`config.mk`:
```
export PLATFORM = sky130hd
export DESIGN_NAME = ysyx_22051145_ifq_flat
export DESIGN_NICKNAME = d
export VERILOG_FILES = /design/src/rtl/ysyx_22051145_ifq_if.sv /design/src/rtl/ysyx_22051145_ifq.sv /design/src/flat_wrapper.sv
export SDC_FILE = /design/constraint.sdc
export NUM_CORES = 1
export LEC_CHECK = 0
export ABC_AREA = 1
export CORE_UTILIZATION = 40
export CTS_CLUSTER_SIZE = 40
export DETAILED_ROUTE_END_ITERATION = 7
export GPL_ROUTABILITY_DRIVEN = 0
export PLACE_DENSITY_LB_ADDON = 0.08
export SYNTH_ARGS = -nofsm -noshare
export SYNTH_HDL_FRONTEND = slang
export SYNTH_SLANG_ARGS = --single-unit
```
`constraint.sdc`:
```
create_clock -name clk -period 3.75 [get_ports clk]
set_input_delay 0.375 -clock clk [delete_from_list [all_inputs] [get_ports clk]]
set_output_delay 0.375 -clock clk [all_outputs]
set_load 0.03 [all_outputs]
```
`src/rtl/ysyx_22051145_ifq_if.sv`:
```
// Bundle of every signal between the fetch queue and its neighbours:
// the PC generator, instruction memory and the decoder, plus a read-only
// debug view of the queue bookkeeping.
//
// Handshake rule for pc_valid/pc_ready, imem_req_valid/imem_req_ready and
// inst_valid/inst_ready: a transfer happens on the rising clock edge where
// both valid and ready are high.
// Instruction memory answers in request order with imem_resp_valid, no
// earlier than one cycle after the request transfer. It has no ready signal.
interface ysyx_22051145_ifq_if #(
  parameter int DEPTH = 4
);
  localparam int PW = $clog2(DEPTH);

  logic          pc_valid;
  logic [63:0]   pc;
  logic          pc_ready;

  logic          imem_req_valid;
  logic [63:0]   imem_req_addr;
  logic          imem_req_ready;

  logic          imem_resp_valid;
  logic [31:0]   imem_resp_data;

  logic          flush;

  logic          inst_valid;
  logic [63:0]   inst_pc;
  logic [31:0]   inst;
  logic          inst_ready;

  logic [PW:0]   dbg_cnt;
  logic [PW+1:0] dbg_drop_cnt;
  logic [PW-1:0] dbg_wr_ptr;
  logic [PW-1:0] dbg_rsp_ptr;
  logic [PW-1:0] dbg_rd_ptr;

  // The fetch queue side.
  modport slave (
    input  pc_valid, pc, imem_req_ready, imem_resp_valid, imem_resp_data,
           flush, inst_ready,
    output pc_ready, imem_req_valid, imem_req_addr, inst_valid, inst_pc, inst,
           dbg_cnt, dbg_drop_cnt, dbg_wr_ptr, dbg_rsp_ptr, dbg_rd_ptr
  );

  // The environment side: PC generator, memory and decoder together.
  modport master (
    output pc_valid, pc, imem_req_ready, imem_resp_valid, imem_resp_data,
           flush, inst_ready,
    input  pc_ready, imem_req_valid, imem_req_addr, inst_valid, inst_pc, inst,
           dbg_cnt, dbg_drop_cnt, dbg_wr_ptr, dbg_rsp_ptr, dbg_rd_ptr
  );
endinterface

```
`src/rtl/ysyx_22051145_ifq.sv`:
```
// Instruction fetch queue between the PC generator and decode.
// Accepts fetch PCs, issues in-order memory reads, and holds up to DEPTH
// PC/instruction pairs for decode. A flush kills every queued entry and
// counts still-outstanding reads so that their responses are dropped.
//
// Optional feature macro: YSYX_22051145_IFQ_BYPASS_EN
//   defined   - a response for a waiting head entry is presented to decode
//               in the same cycle it arrives.
//   undefined - decode only sees entries that were written the cycle before.
module ysyx_22051145_ifq #(
  parameter int DEPTH = 4
) (
  input  logic                clk,
  input  logic                rst,
  ysyx_22051145_ifq_if.slave  bus
);
  localparam int PW = $clog2(DEPTH);
  localparam int CW = PW + 1;
  localparam int DW = PW + 2;

  logic [DEPTH-1:0] vld_q;
  logic [DEPTH-1:0] done_q;
  logic [63:0]      pc_mem   [DEPTH];
  logic [31:0]      inst_mem [DEPTH];
  logic [PW-1:0]    wr_ptr;
  logic [PW-1:0]    rsp_ptr;
  logic [PW-1:0]    rd_ptr;
  logic [CW-1:0]    cnt;
  logic [DW-1:0]    drop_cnt;
  logic [63:0]      hold_pc;
  logic [31:0]      hold_inst;

  logic             credit;
  logic             issue;
  logic             resp_ok;
  logic             head_done;
  logic             bypass;
  logic             pop;
  logic [63:0]      head_pc;
  logic [31:0]      head_inst;
  logic [CW-1:0]    outstanding;
  logic [DW:0]      drop_sum;
  logic [DW-1:0]    drop_nxt;

  // Credit comes from the registered count, so a pop frees a slot only
  // from the following cycle.
  assign credit             = (cnt < CW'(DEPTH));
  assign bus.imem_req_valid = bus.pc_valid && credit && !bus.flush && !rst;
  assign bus.pc_ready       = bus.imem_req_ready && credit && !bus.flush && !rst;
  assign bus.imem_req_addr  = bus.pc;
  assign issue              = bus.pc_valid && bus.pc_ready;

  // A response belongs to the entry at rsp_ptr when nothing is pending a
  // drop and that entry is still waiting; otherwise it is stray and ignored.
  assign resp_ok = bus.imem_resp_valid && (drop_cnt == '0) &&
                   vld_q[rsp_ptr] && !done_q[rsp_ptr] && !bus.flush && !rst;

  assign head_done = vld_q[rd_ptr] && done_q[rd_ptr];
  assign head_pc   = pc_mem[rd_ptr];

`ifdef YSYX_22051145_IFQ_BYPASS_EN
  // A waiting head is always the oldest outstanding read, so a live
  // response is the head's instruction.
  assign bypass    = vld_q[rd_ptr] && !done_q[rd_ptr] && (drop_cnt == '0) &&
                     bus.imem_resp_valid;
  assign head_inst = head_done ? inst_mem[rd_ptr] : bus.imem_resp_data;
`else
  assign bypass    = 1'b0;
  assign head_inst = inst_mem[rd_ptr];
`endif

  assign bus.inst_valid = (head_done || bypass) && !bus.flush && !rst;
  assign pop            = bus.inst_valid && bus.inst_ready;

  // Outputs hold the last delivered pair while the head is not ready.
  assign bus.inst_pc = rst ? 64'd0 : (bus.inst_valid ? head_pc   : hold_pc);
  assign bus.inst    = rst ? 32'd0 : (bus.inst_valid ? head_inst : hold_inst);

  assign bus.dbg_cnt      = cnt;
  assign bus.dbg_drop_cnt = drop_cnt;
  assign bus.dbg_wr_ptr   = wr_ptr;
  assign bus.dbg_rsp_ptr  = rsp_ptr;
  assign bus.dbg_rd_ptr   = rd_ptr;

  // Drop count after a flush: reads still in flight, minus any response
  // landing in the flush cycle itself, never below zero.
  always_comb begin
    outstanding = '0;
    for (int i = 0; i < DEPTH; i++) begin
      outstanding = outstanding + {{(CW-1){1'b0}}, (vld_q[i] & ~done_q[i])};
    end
    drop_sum = {1'b0, drop_cnt} + {{(DW+1-CW){1'b0}}, outstanding};
    if (bus.imem_resp_valid && (drop_sum != '0)) begin
      drop_sum = drop_sum - (DW+1)'(1);
    end
    drop_nxt = drop_sum[DW] ? '1 : drop_sum[DW-1:0];
  end

  // Pointers, occupancy and the drop counter.
  always_ff @(posedge clk) begin
    if (rst) begin
      wr_ptr   <= '0;
      rsp_ptr  <= '0;
      rd_ptr   <= '0;
      cnt      <= '0;
      drop_cnt <= '0;
    end else if (bus.flush) begin
      wr_ptr   <= '0;
      rsp_ptr  <= '0;
      rd_ptr   <= '0;
      cnt      <= '0;
      drop_cnt <= drop_nxt;
    end else begin
      if (issue)   wr_ptr  <= wr_ptr + PW'(1);
      if (resp_ok) rsp_ptr <= rsp_ptr + PW'(1);
      if (pop)     rd_ptr  <= rd_ptr + PW'(1);
      case ({issue, pop})
        2'b10:   cnt <= cnt + CW'(1);
        2'b01:   cnt <= cnt - CW'(1);
        default: cnt <= cnt;
      endcase
      if (bus.imem_resp_valid && (drop_cnt != '0)) begin
        drop_cnt <= drop_cnt - DW'(1);
      end
    end
  end

  // Per-entry valid/done flags; a pop is applied last so a bypassed
  // response never leaves its popped entry marked done.
  always_ff @(posedge clk) begin
    if (rst || bus.flush) begin
      vld_q  <= '0;
      done_q <= '0;
    end else begin
      for (int i = 0; i < DEPTH; i++) begin
        if (issue && (wr_ptr == PW'(i))) begin
          vld_q[i]  <= 1'b1;
          done_q[i] <= 1'b0;
        end
        if (resp_ok && (rsp_ptr == PW'(i))) begin
          done_q[i] <= 1'b1;
        end
        if (pop && (rd_ptr == PW'(i))) begin
          vld_q[i]  <= 1'b0;
          done_q[i] <= 1'b0;
        end
      end
    end
  end

  // Entry payload storage; only read while the matching flags say valid.
  always_ff @(posedge clk) begin
    if (issue)   pc_mem[wr_ptr]    <= bus.pc;
    if (resp_ok) inst_mem[rsp_ptr] <= bus.imem_resp_data;
  end

  // Last delivered pair, shown while decode has nothing new.
  always_ff @(posedge clk) begin
    if (rst) begin
      hold_pc   <= '0;
      hold_inst <= '0;
    end else if (bus.inst_valid) begin
      hold_pc   <= head_pc;
      hold_inst <= head_inst;
    end
  end
endmodule

```
`src/flat_wrapper.sv`:
```
// flat-port wrapper written by rule: the top's interface ports become plain ports
module ysyx_22051145_ifq_flat 
#(
  parameter int DEPTH = 4
)
  (clk, rst, bus_pc_valid, bus_pc, bus_imem_req_ready, bus_imem_resp_valid, bus_imem_resp_data, bus_flush, bus_inst_ready, bus_pc_ready, bus_imem_req_valid, bus_imem_req_addr, bus_inst_valid, bus_inst_pc, bus_inst, bus_dbg_cnt, bus_dbg_drop_cnt, bus_dbg_wr_ptr, bus_dbg_rsp_ptr, bus_dbg_rd_ptr);
  ysyx_22051145_ifq_if #(.DEPTH(DEPTH)) bus_i ();
  input  logic clk;
  input  logic rst;
  input wire logic [$bits(bus_i.pc_valid)-1:0] bus_pc_valid;
  input wire logic [$bits(bus_i.pc)-1:0] bus_pc;
  input wire logic [$bits(bus_i.imem_req_ready)-1:0] bus_imem_req_ready;
  input wire logic [$bits(bus_i.imem_resp_valid)-1:0] bus_imem_resp_valid;
  input wire logic [$bits(bus_i.imem_resp_data)-1:0] bus_imem_resp_data;
  input wire logic [$bits(bus_i.flush)-1:0] bus_flush;
  input wire logic [$bits(bus_i.inst_ready)-1:0] bus_inst_ready;
  output wire logic [$bits(bus_i.pc_ready)-1:0] bus_pc_ready;
  output wire logic [$bits(bus_i.imem_req_valid)-1:0] bus_imem_req_valid;
  output wire logic [$bits(bus_i.imem_req_addr)-1:0] bus_imem_req_addr;
  output wire logic [$bits(bus_i.inst_valid)-1:0] bus_inst_valid;
  output wire logic [$bits(bus_i.inst_pc)-1:0] bus_inst_pc;
  output wire logic [$bits(bus_i.inst)-1:0] bus_inst;
  output wire logic [$bits(bus_i.dbg_cnt)-1:0] bus_dbg_cnt;
  output wire logic [$bits(bus_i.dbg_drop_cnt)-1:0] bus_dbg_drop_cnt;
  output wire logic [$bits(bus_i.dbg_wr_ptr)-1:0] bus_dbg_wr_ptr;
  output wire logic [$bits(bus_i.dbg_rsp_ptr)-1:0] bus_dbg_rsp_ptr;
  output wire logic [$bits(bus_i.dbg_rd_ptr)-1:0] bus_dbg_rd_ptr;
  assign bus_i.pc_valid = bus_pc_valid;
  assign bus_i.pc = bus_pc;
  assign bus_i.imem_req_ready = bus_imem_req_ready;
  assign bus_i.imem_resp_valid = bus_imem_resp_valid;
  assign bus_i.imem_resp_data = bus_imem_resp_data;
  assign bus_i.flush = bus_flush;
  assign bus_i.inst_ready = bus_inst_ready;
  assign bus_pc_ready = bus_i.pc_ready;
  assign bus_imem_req_valid = bus_i.imem_req_valid;
  assign bus_imem_req_addr = bus_i.imem_req_addr;
  assign bus_inst_valid = bus_i.inst_valid;
  assign bus_inst_pc = bus_i.inst_pc;
  assign bus_inst = bus_i.inst;
  assign bus_dbg_cnt = bus_i.dbg_cnt;
  assign bus_dbg_drop_cnt = bus_i.dbg_drop_cnt;
  assign bus_dbg_wr_ptr = bus_i.dbg_wr_ptr;
  assign bus_dbg_rsp_ptr = bus_i.dbg_rsp_ptr;
  assign bus_dbg_rd_ptr = bus_i.dbg_rd_ptr;
  ysyx_22051145_ifq #(.DEPTH(DEPTH)) u_core (.clk(clk), .rst(rst), .bus(bus_i));
endmodule
```
==> impl_metrics.env, run 1 <==
export IMPL_yosys_register_bits=503
export IMPL_vdd_drop_max_mv=0.303
export IMPL_grt_setup_unrepaired="false"
export IMPL_yosys_top_cells_area="edfxtp_1 59%, dfxtp_1 12%, nand2_1 8.1%"
export IMPL_clockRootBuffer="clkbuf_16"
export IMPL_cp_top_family="adder cells"
export IMPL_final_layout_size_suffix_gt1_share_pct=12.4
export IMPL_nFillCells=4274
export IMPL_die_w_um=223
export IMPL_io_buffers=278
export IMPL_grtUsageMet1_pct=25.6
export IMPL_required_ps=4210
export IMPL_dp_hpwl_um=27600
export IMPL_cts_resized=0
export IMPL_fp_dieH_um=223
export IMPL_slew_viol_final=0
export IMPL_synthMuxAreaShare_pct=0
export IMPL_htreeDepth=2
export IMPL_hold_violations=0
export IMPL_cp_end_kind="flop"
export IMPL_synth_nets=1758
export IMPL_drt_iter0_drc=745
export IMPL_synthSimpleGateAreaFrac_pct=11.9
export IMPL_area_growth_syn_to_layout_pct=24.2
export IMPL_drt_total_wl_um=47300
export IMPL_grt_pass1_vias=12400
export IMPL_syn_inst=1632
export IMPL_grt_start_max_net_pins=193
export IMPL_rows=80
export IMPL_final_cells=2490
export IMPL_grt_util_all_layers_pct=19.0
export IMPL_antenna_found_initial=1
export IMPL_clk_latency_ps=600
export IMPL_fin_hold_ws_ps=428
export IMPL_drt_vias_per_instance=5.07
export IMPL_hold_path_class="in -> reg"
export IMPL_setup_slack_ps=617
export IMPL_worst_path_largest_cell_delay_ps=480
export IMPL_timing_final_crit_share_pct=83.6
export IMPL_synth_adder_area_share_pct=1.58
export IMPL_ys_flop_type="edfxtp_1"
export IMPL_tightest_slew_ps=991
export IMPL_path_buf_inv=3
export IMPL_via_count=12600
export IMPL_holdBufCountCts=0
export IMPL_synth_top_area_share_pct=58.9
export IMPL_wl_per_cell_um=19.0
export IMPL_postCtsSetupBuffers=0
export IMPL_firstDrtPassIters=5
export IMPL_status="completed"
export IMPL_grt_pass1_wl_um=72700
export IMPL_crit_arrival_ps=3600
export IMPL_p_per_area_nw_per_um2=484
export IMPL_cts_tree="yes"
export IMPL_fp_coreArea_um2=48000
export IMPL_io_pins=279
export IMPL_worstPathCellList="inv_1 > nor2_1 > ha_1 > fa_1 > ha_1 > fa_1 > inv_1 > ha_1 > inv_1 > nor2_1 > nand3_1 > a21oi_2 > nand3_1 > nand2_1 > a21oi_1"
export IMPL_clockBufferDepth=3
export IMPL_postRouteAntennaNets=0
export IMPL_synth_top_family_by_area="simple AND/OR/NAND/NOR gates"
export IMPL_startpoint_type="flop"
export IMPL_synth_cell_types=35
export IMPL_dpl_cell_count=2390
export IMPL_grt_busiest_layer="met2"
export IMPL_initial_core_util_pct=40.8
export IMPL_yosysMostFrequentCell="nand2_1"
export IMPL_final_setup_viol_count=0
export IMPL_synth_largest_area_cell="edfxtp_1"
export IMPL_final_nets=1956
export IMPL_fin_crit_ps=3130
export IMPL_criticalPathCategory="reg -> reg"
export IMPL_route_detailed_drc=0
export IMPL_use_met3_pct=3.25
export IMPL_cp_max_fo=4
export IMPL_pre_cts_ws_ps=623
export IMPL_die_area_um2=49800
export IMPL_crit_path_top_delay_cell="fa_1"
export IMPL_p_leak_nw=9.35
export IMPL_synth_compound_area_share_pct=9.82
export IMPL_synth_edf_count=384
export IMPL_gr_total_overflow=0
export IMPL_syn_area_um2=19600
export IMPL_yosysWarnings=0
export IMPL_slew_headroom_pct=33.9
export IMPL_power_w=0.0118
export IMPL_cts_made_buffers=53
export IMPL_synth_seq_area_share_pct=71.1
export IMPL_synth_common_cells="422 x nand2_1, 384 x edfxtp_1, 219 x a21oi_1, 119 x dfxtp_1, 114 x nand3_1"
export IMPL_clock_skew_ps=17.0
export IMPL_async_flop_share_pct=0
export IMPL_max_cap_violations=0
export IMPL_fmax_mhz=319
export IMPL_clkTransAtPathRegs_ps=60
export IMPL_synth_xor_area_share_pct=0.179
export IMPL_syn_area_per_cell_um2=12.0
export IMPL_clock_sinks=503
export IMPL_setup_tns_final_ps=0
export IMPL_grtUsageMet2_pct=31.3
## per-stage QoR
step           cell area, µm²  utilization, %
2_1_floorplan           19600               -
3_3_place_gp            22500            46.9
3_5_place_dp            22500            46.9
4_1_cts                 24300            50.6
5_1_grt                 24300            50.6
6_report                24300            50.6
## state kept, by name, indices dropped and copies added, names as in the netlist, named ones only
signal and count:
u_core.bus.dbg_cnt 3, u_core.bus.dbg_drop_cnt 4, u_core.bus.dbg_rd_ptr 2, u_core.bus.dbg_rsp_ptr 2
u_core.bus.dbg_wr_ptr 2, u_core.done_q 4, u_core.hold_inst 32, u_core.hold_pc 64
u_core.inst_mem 128, u_core.pc_mem 256, u_core.vld_q 4
## worst paths after layout
| check | start | to | slack, ps | cells past startpoint |
|---|---|---|---|---|
| worst max-delay path | u_core.vld_q[0] | u_core.bus.dbg_drop_cnt[0] | 620 | 15 |
| worst min register to register | u_core.hold_inst[31] | u_core.hold_inst[31] | 470 | 2 |
| worst max register to register | u_core.vld_q[0] | u_core.bus.dbg_drop_cnt[0] | 620 | 15 |
| worst min-delay path | bus_imem_resp_data[19] | u_core.inst_mem[2][19] | 430 | 1 |
## routing by layer
layer	routed length (µm)	share of wire, %	vias to the layer above
li1	-	-	6140
met1	21400	45	6135
met2	22700	48	294
met3	2270	4.8	63
met4	947	2.0	0
met5	0	0	-
## placed cells by master, fill, tap and decap left out, types with 3 or more instances in the layout
master	instances
nand2_1	422
edfxtp_1	384
a21oi_1	219
clkdlybuf4s50_1	181
dfxtp_1	117
nand3_1	114
a22oi_1	96
buf_4	96
clkbuf_16	54
inv_1	34
buf_12	26
ha_1	20
clkinv_2	15
clkbuf_1	12
o21ai_0	11
nor2_1	11
clkbuf_8	9
nor2_4	6
clkinv_1	4
bufinv_16	4
xor2_1	3
o21a_1	3
inv_4	3
fa_1	3
clkinvlp_4	3
## report_power, final
group	switching [W]	internal [W]	leakage [nW]
logic	0.000298	0.000222	4.07
registers	0.0000166	0.00601	4.42
clock network	0.00214	0.00310	0.862
total	0.00245	0.00933	9.35
## layout make-up
cell class                      instances  area [µm²]  share of cell area [%]
Clock inverter                         24         238                   0.978
Timing Repair Buffer                  303        3050                    12.6
Multi-Input combinational cell        925        4620                    19.0
Clock buffer                           75        1520                    6.25
Antenna cell                            1        2.50                  0.0103
Sequential cell                       503       13900                    57.3
Inverter                               44         183                   0.751
Tap cell                              615         769                    3.17
## cell families (layout without fill, tap and decap cells)
group,after synthesis,in the layout
flops,503,503
fa+ha+maj,23,23
xor+xnor,4,4
other cells,0,1
compound gates,333,333
buf+inv,204,446
simple gates,565,565
Note: power is estimated with default switching activity, not from simulation.
==> run 2: changes to the inputs <==
- clock period: 3.75 -> 3.15 ns (I/O delays scaled with it)
==> impl_metrics.env, run 2 (synthesis gave the netlist of run 1 again) <==
export IMPL_area_growth_syn_to_layout_pct=24.9
export IMPL_hold_violations=0
export IMPL_firstDrtPassIters=4
export IMPL_status="completed"
export IMPL_max_cap_violations=0
export IMPL_worst_r2r_endpoint="u_core.bus.dbg_drop_cnt[0]"
export IMPL_fp_coreArea_um2=48000
export IMPL_via_count=12800
export IMPL_hold_depth=1
export IMPL_layout_cells_most_common_list="422 x nand2_1, 384 x edfxtp_1, 219 x a21oi_1, 181 x clkdlybuf4s50_1, 117 x dfxtp_1"
export IMPL_grt_util_all_layers_pct=18.8
export IMPL_vdd_drop_max_mv=0.382
export IMPL_fmax_mhz=337
export IMPL_gr_total_overflow=0
export IMPL_holdCritStartpoint="bus_imem_resp_data[22]"
export IMPL_reg2reg_depth=15
export IMPL_fin_crit_ps=2960
export IMPL_dpl_cell_count=2398
export IMPL_p_seq_share_pct=51.3
export IMPL_drt_total_wl_um=47300
export IMPL_cp_end_kind="flop"
export IMPL_largest_register="u_core.pc_mem"
export IMPL_cts_made_buffers=53
export IMPL_cp_max_fo=4
export IMPL_min_to="u_core.inst_mem[2][22]"
export IMPL_tightest_slew_ps=566
export IMPL_r2r_start="u_core.vld_q[1]"
export IMPL_clock_sinks=503
export IMPL_htreeDepth=2
export IMPL_grt_pass1_wl_um=72400
export IMPL_dp_hpwl_um=27800
export IMPL_io_pins=279
export IMPL_final_setup_viol_count=0
export IMPL_die_area_um2=49800
export IMPL_clockBufferDepth=3
export IMPL_final_nets=1964
export IMPL_largest_reg_flops=256
export IMPL_final_layout_size_suffix_gt1_share_pct=12.7
export IMPL_clkTransAtPathRegs_ps=70
export IMPL_final_cells=2498
export IMPL_required_ps=3620
export IMPL_p_per_area_nw_per_um2=572
export IMPL_hold_path_class="in -> reg"
export IMPL_slew_headroom_pct=62.3
export IMPL_p_leak_nw=9.39
export IMPL_postCtsSetupBuffers=0
export IMPL_num_antenna_cells=0
export IMPL_drt_vias_per_instance=5.12
export IMPL_cts_tree="yes"
export IMPL_power_frac_clock_pct=44.3
export IMPL_nFillCells=4241
export IMPL_startpoint_type="flop"
export IMPL_internal_power_w=0.0111
export IMPL_clock_skew_ps=15.2
export IMPL_grt_start_max_net_pins=111
export IMPL_setup_tns_final_ps=0
export IMPL_finish_utilization_pct=50.9
export IMPL_r2r_slack_ps=190
export IMPL_holdBufCountCts=0
export IMPL_switching_share_pct=20.6
export IMPL_io_buffers=278
export IMPL_clk_latency_ps=590
export IMPL_final_common_cell="nand2_1"
export IMPL_grt_pass1_vias=12400
export IMPL_clockRootBuffer="clkbuf_16"
export IMPL_top_regs="u_core.pc_mem x256, u_core.inst_mem x128, u_core.hold_pc x64"
export IMPL_rows=80
export IMPL_power_frac_comb_pct=4.4
export IMPL_timing_final_crit_share_pct=94.1
export IMPL_criticalPathCategory="reg -> reg"
export IMPL_crit_arrival_ps=3440
export IMPL_drt_iter0_drc=763
export IMPL_wl_per_cell_um=18.9
export IMPL_route_detailed_drc=0
export IMPL_fin_hold_ws_ps=358
export IMPL_slew_viol_final=0
export IMPL_initial_core_util_pct=40.8
export IMPL_postRouteAntennaNets=0
export IMPL_antenna_found_initial=1
export IMPL_die_w_um=223
export IMPL_fp_dieH_um=223
export IMPL_cts_resized=0
export IMPL_power_switching_w=0.00288
==> run 2: cell types whose count changed in the layout (fill, tap and decap cells not counted), moves of 3 or more <==
cell / previous run / this run
buf_12: 26 / 31
buf_4: 96 / 99
clkbuf_1: 12 / 17
clkinv_2: 15 / 12
ha_1: 20 / 17
nor2_1: 11 / 8
==> run 2: critical path, cell delays in order, from the launching register on <==
cell and delay, ps:
dfxtp_1 340, inv_1 70, nor2_4 110, ha_4 220, fa_1 430, ha_4 300, fa_1 420, inv_1 70
ha_1 130, inv_1 60, nor2_2 140, nand3_1 100, a21oi_2 230, nand3_1 100, nand2_1 70, a21oi_1 50
==> run 2: metal layers <==
layer / vias to the layer above / global-route usage [%] / wire [µm]
met5: - / 0 / 13
li1: 6170 / - / -
met3: 62 / 3.07 / 2040
met2: 298 / 31.3 / 22700
met1: 6254 / 25.5 / 21700
met4: 2 / 5.18 / 838
==> run 2: stage by stage <==
step           cell area, µm²  power (W)  setup slack [ps]
6_report                24500     0.0140               185
5_1_grt                 24500     0.0144            -0.917
4_1_cts                 24400     0.0142              50.9
3_5_place_dp            22700    0.00793              68.7
3_3_place_gp            22700    0.00793              99.5
2_1_floorplan           19600    0.00764              52.8
==> run 2: power groups by stage <==
stage	clock [W]	combinational, W	sequential [W]
6_report	0.00619	0.000620	0.00717
5_1_grt	0.00661	0.000665	0.00717
3_5_place_dp	0	0.000620	0.00731
2_1_floorplan	0	0.000307	0.00733
4_1_cts	0.00636	0.000624	0.00717
3_3_place_gp	0	0.000616	0.00731
==> run 2: area by class of cell <==
cell class / count / area, µm² / share of cell area (%)
clock buffer: 79 / 1540 / 6.28
timing repair buffer: 311 / 3180 / 13.0
sequential: 503 / 13900 / 56.9
clock inverter: 21 / 208 / 0.849
inverter: 44 / 183 / 0.747
tap: 615 / 769 / 3.15
multi-input combinational: 925 / 4670 / 19.1
==> run 2: worst max path at each step <==
stage / to / slack [ps] / depth (start not counted) / startpoint
final: u_core.bus.dbg_drop_cnt[0] / 190 / 15 / u_core.vld_q[1]
after global placement: u_core.bus.dbg_drop_cnt[0] / 100 / 15 / u_core.vld_q[0]
after floorplan: u_core.pc_mem[2][0] / 50 / 7 / bus_flush
after CTS: u_core.bus.dbg_drop_cnt[0] / 50 / 15 / u_core.vld_q[1]
after global routing: u_core.bus.dbg_drop_cnt[0] / -0.9 / 15 / u_core.vld_q[0]
after detailed placement: u_core.bus.dbg_drop_cnt[0] / 70 / 15 / u_core.vld_q[1]
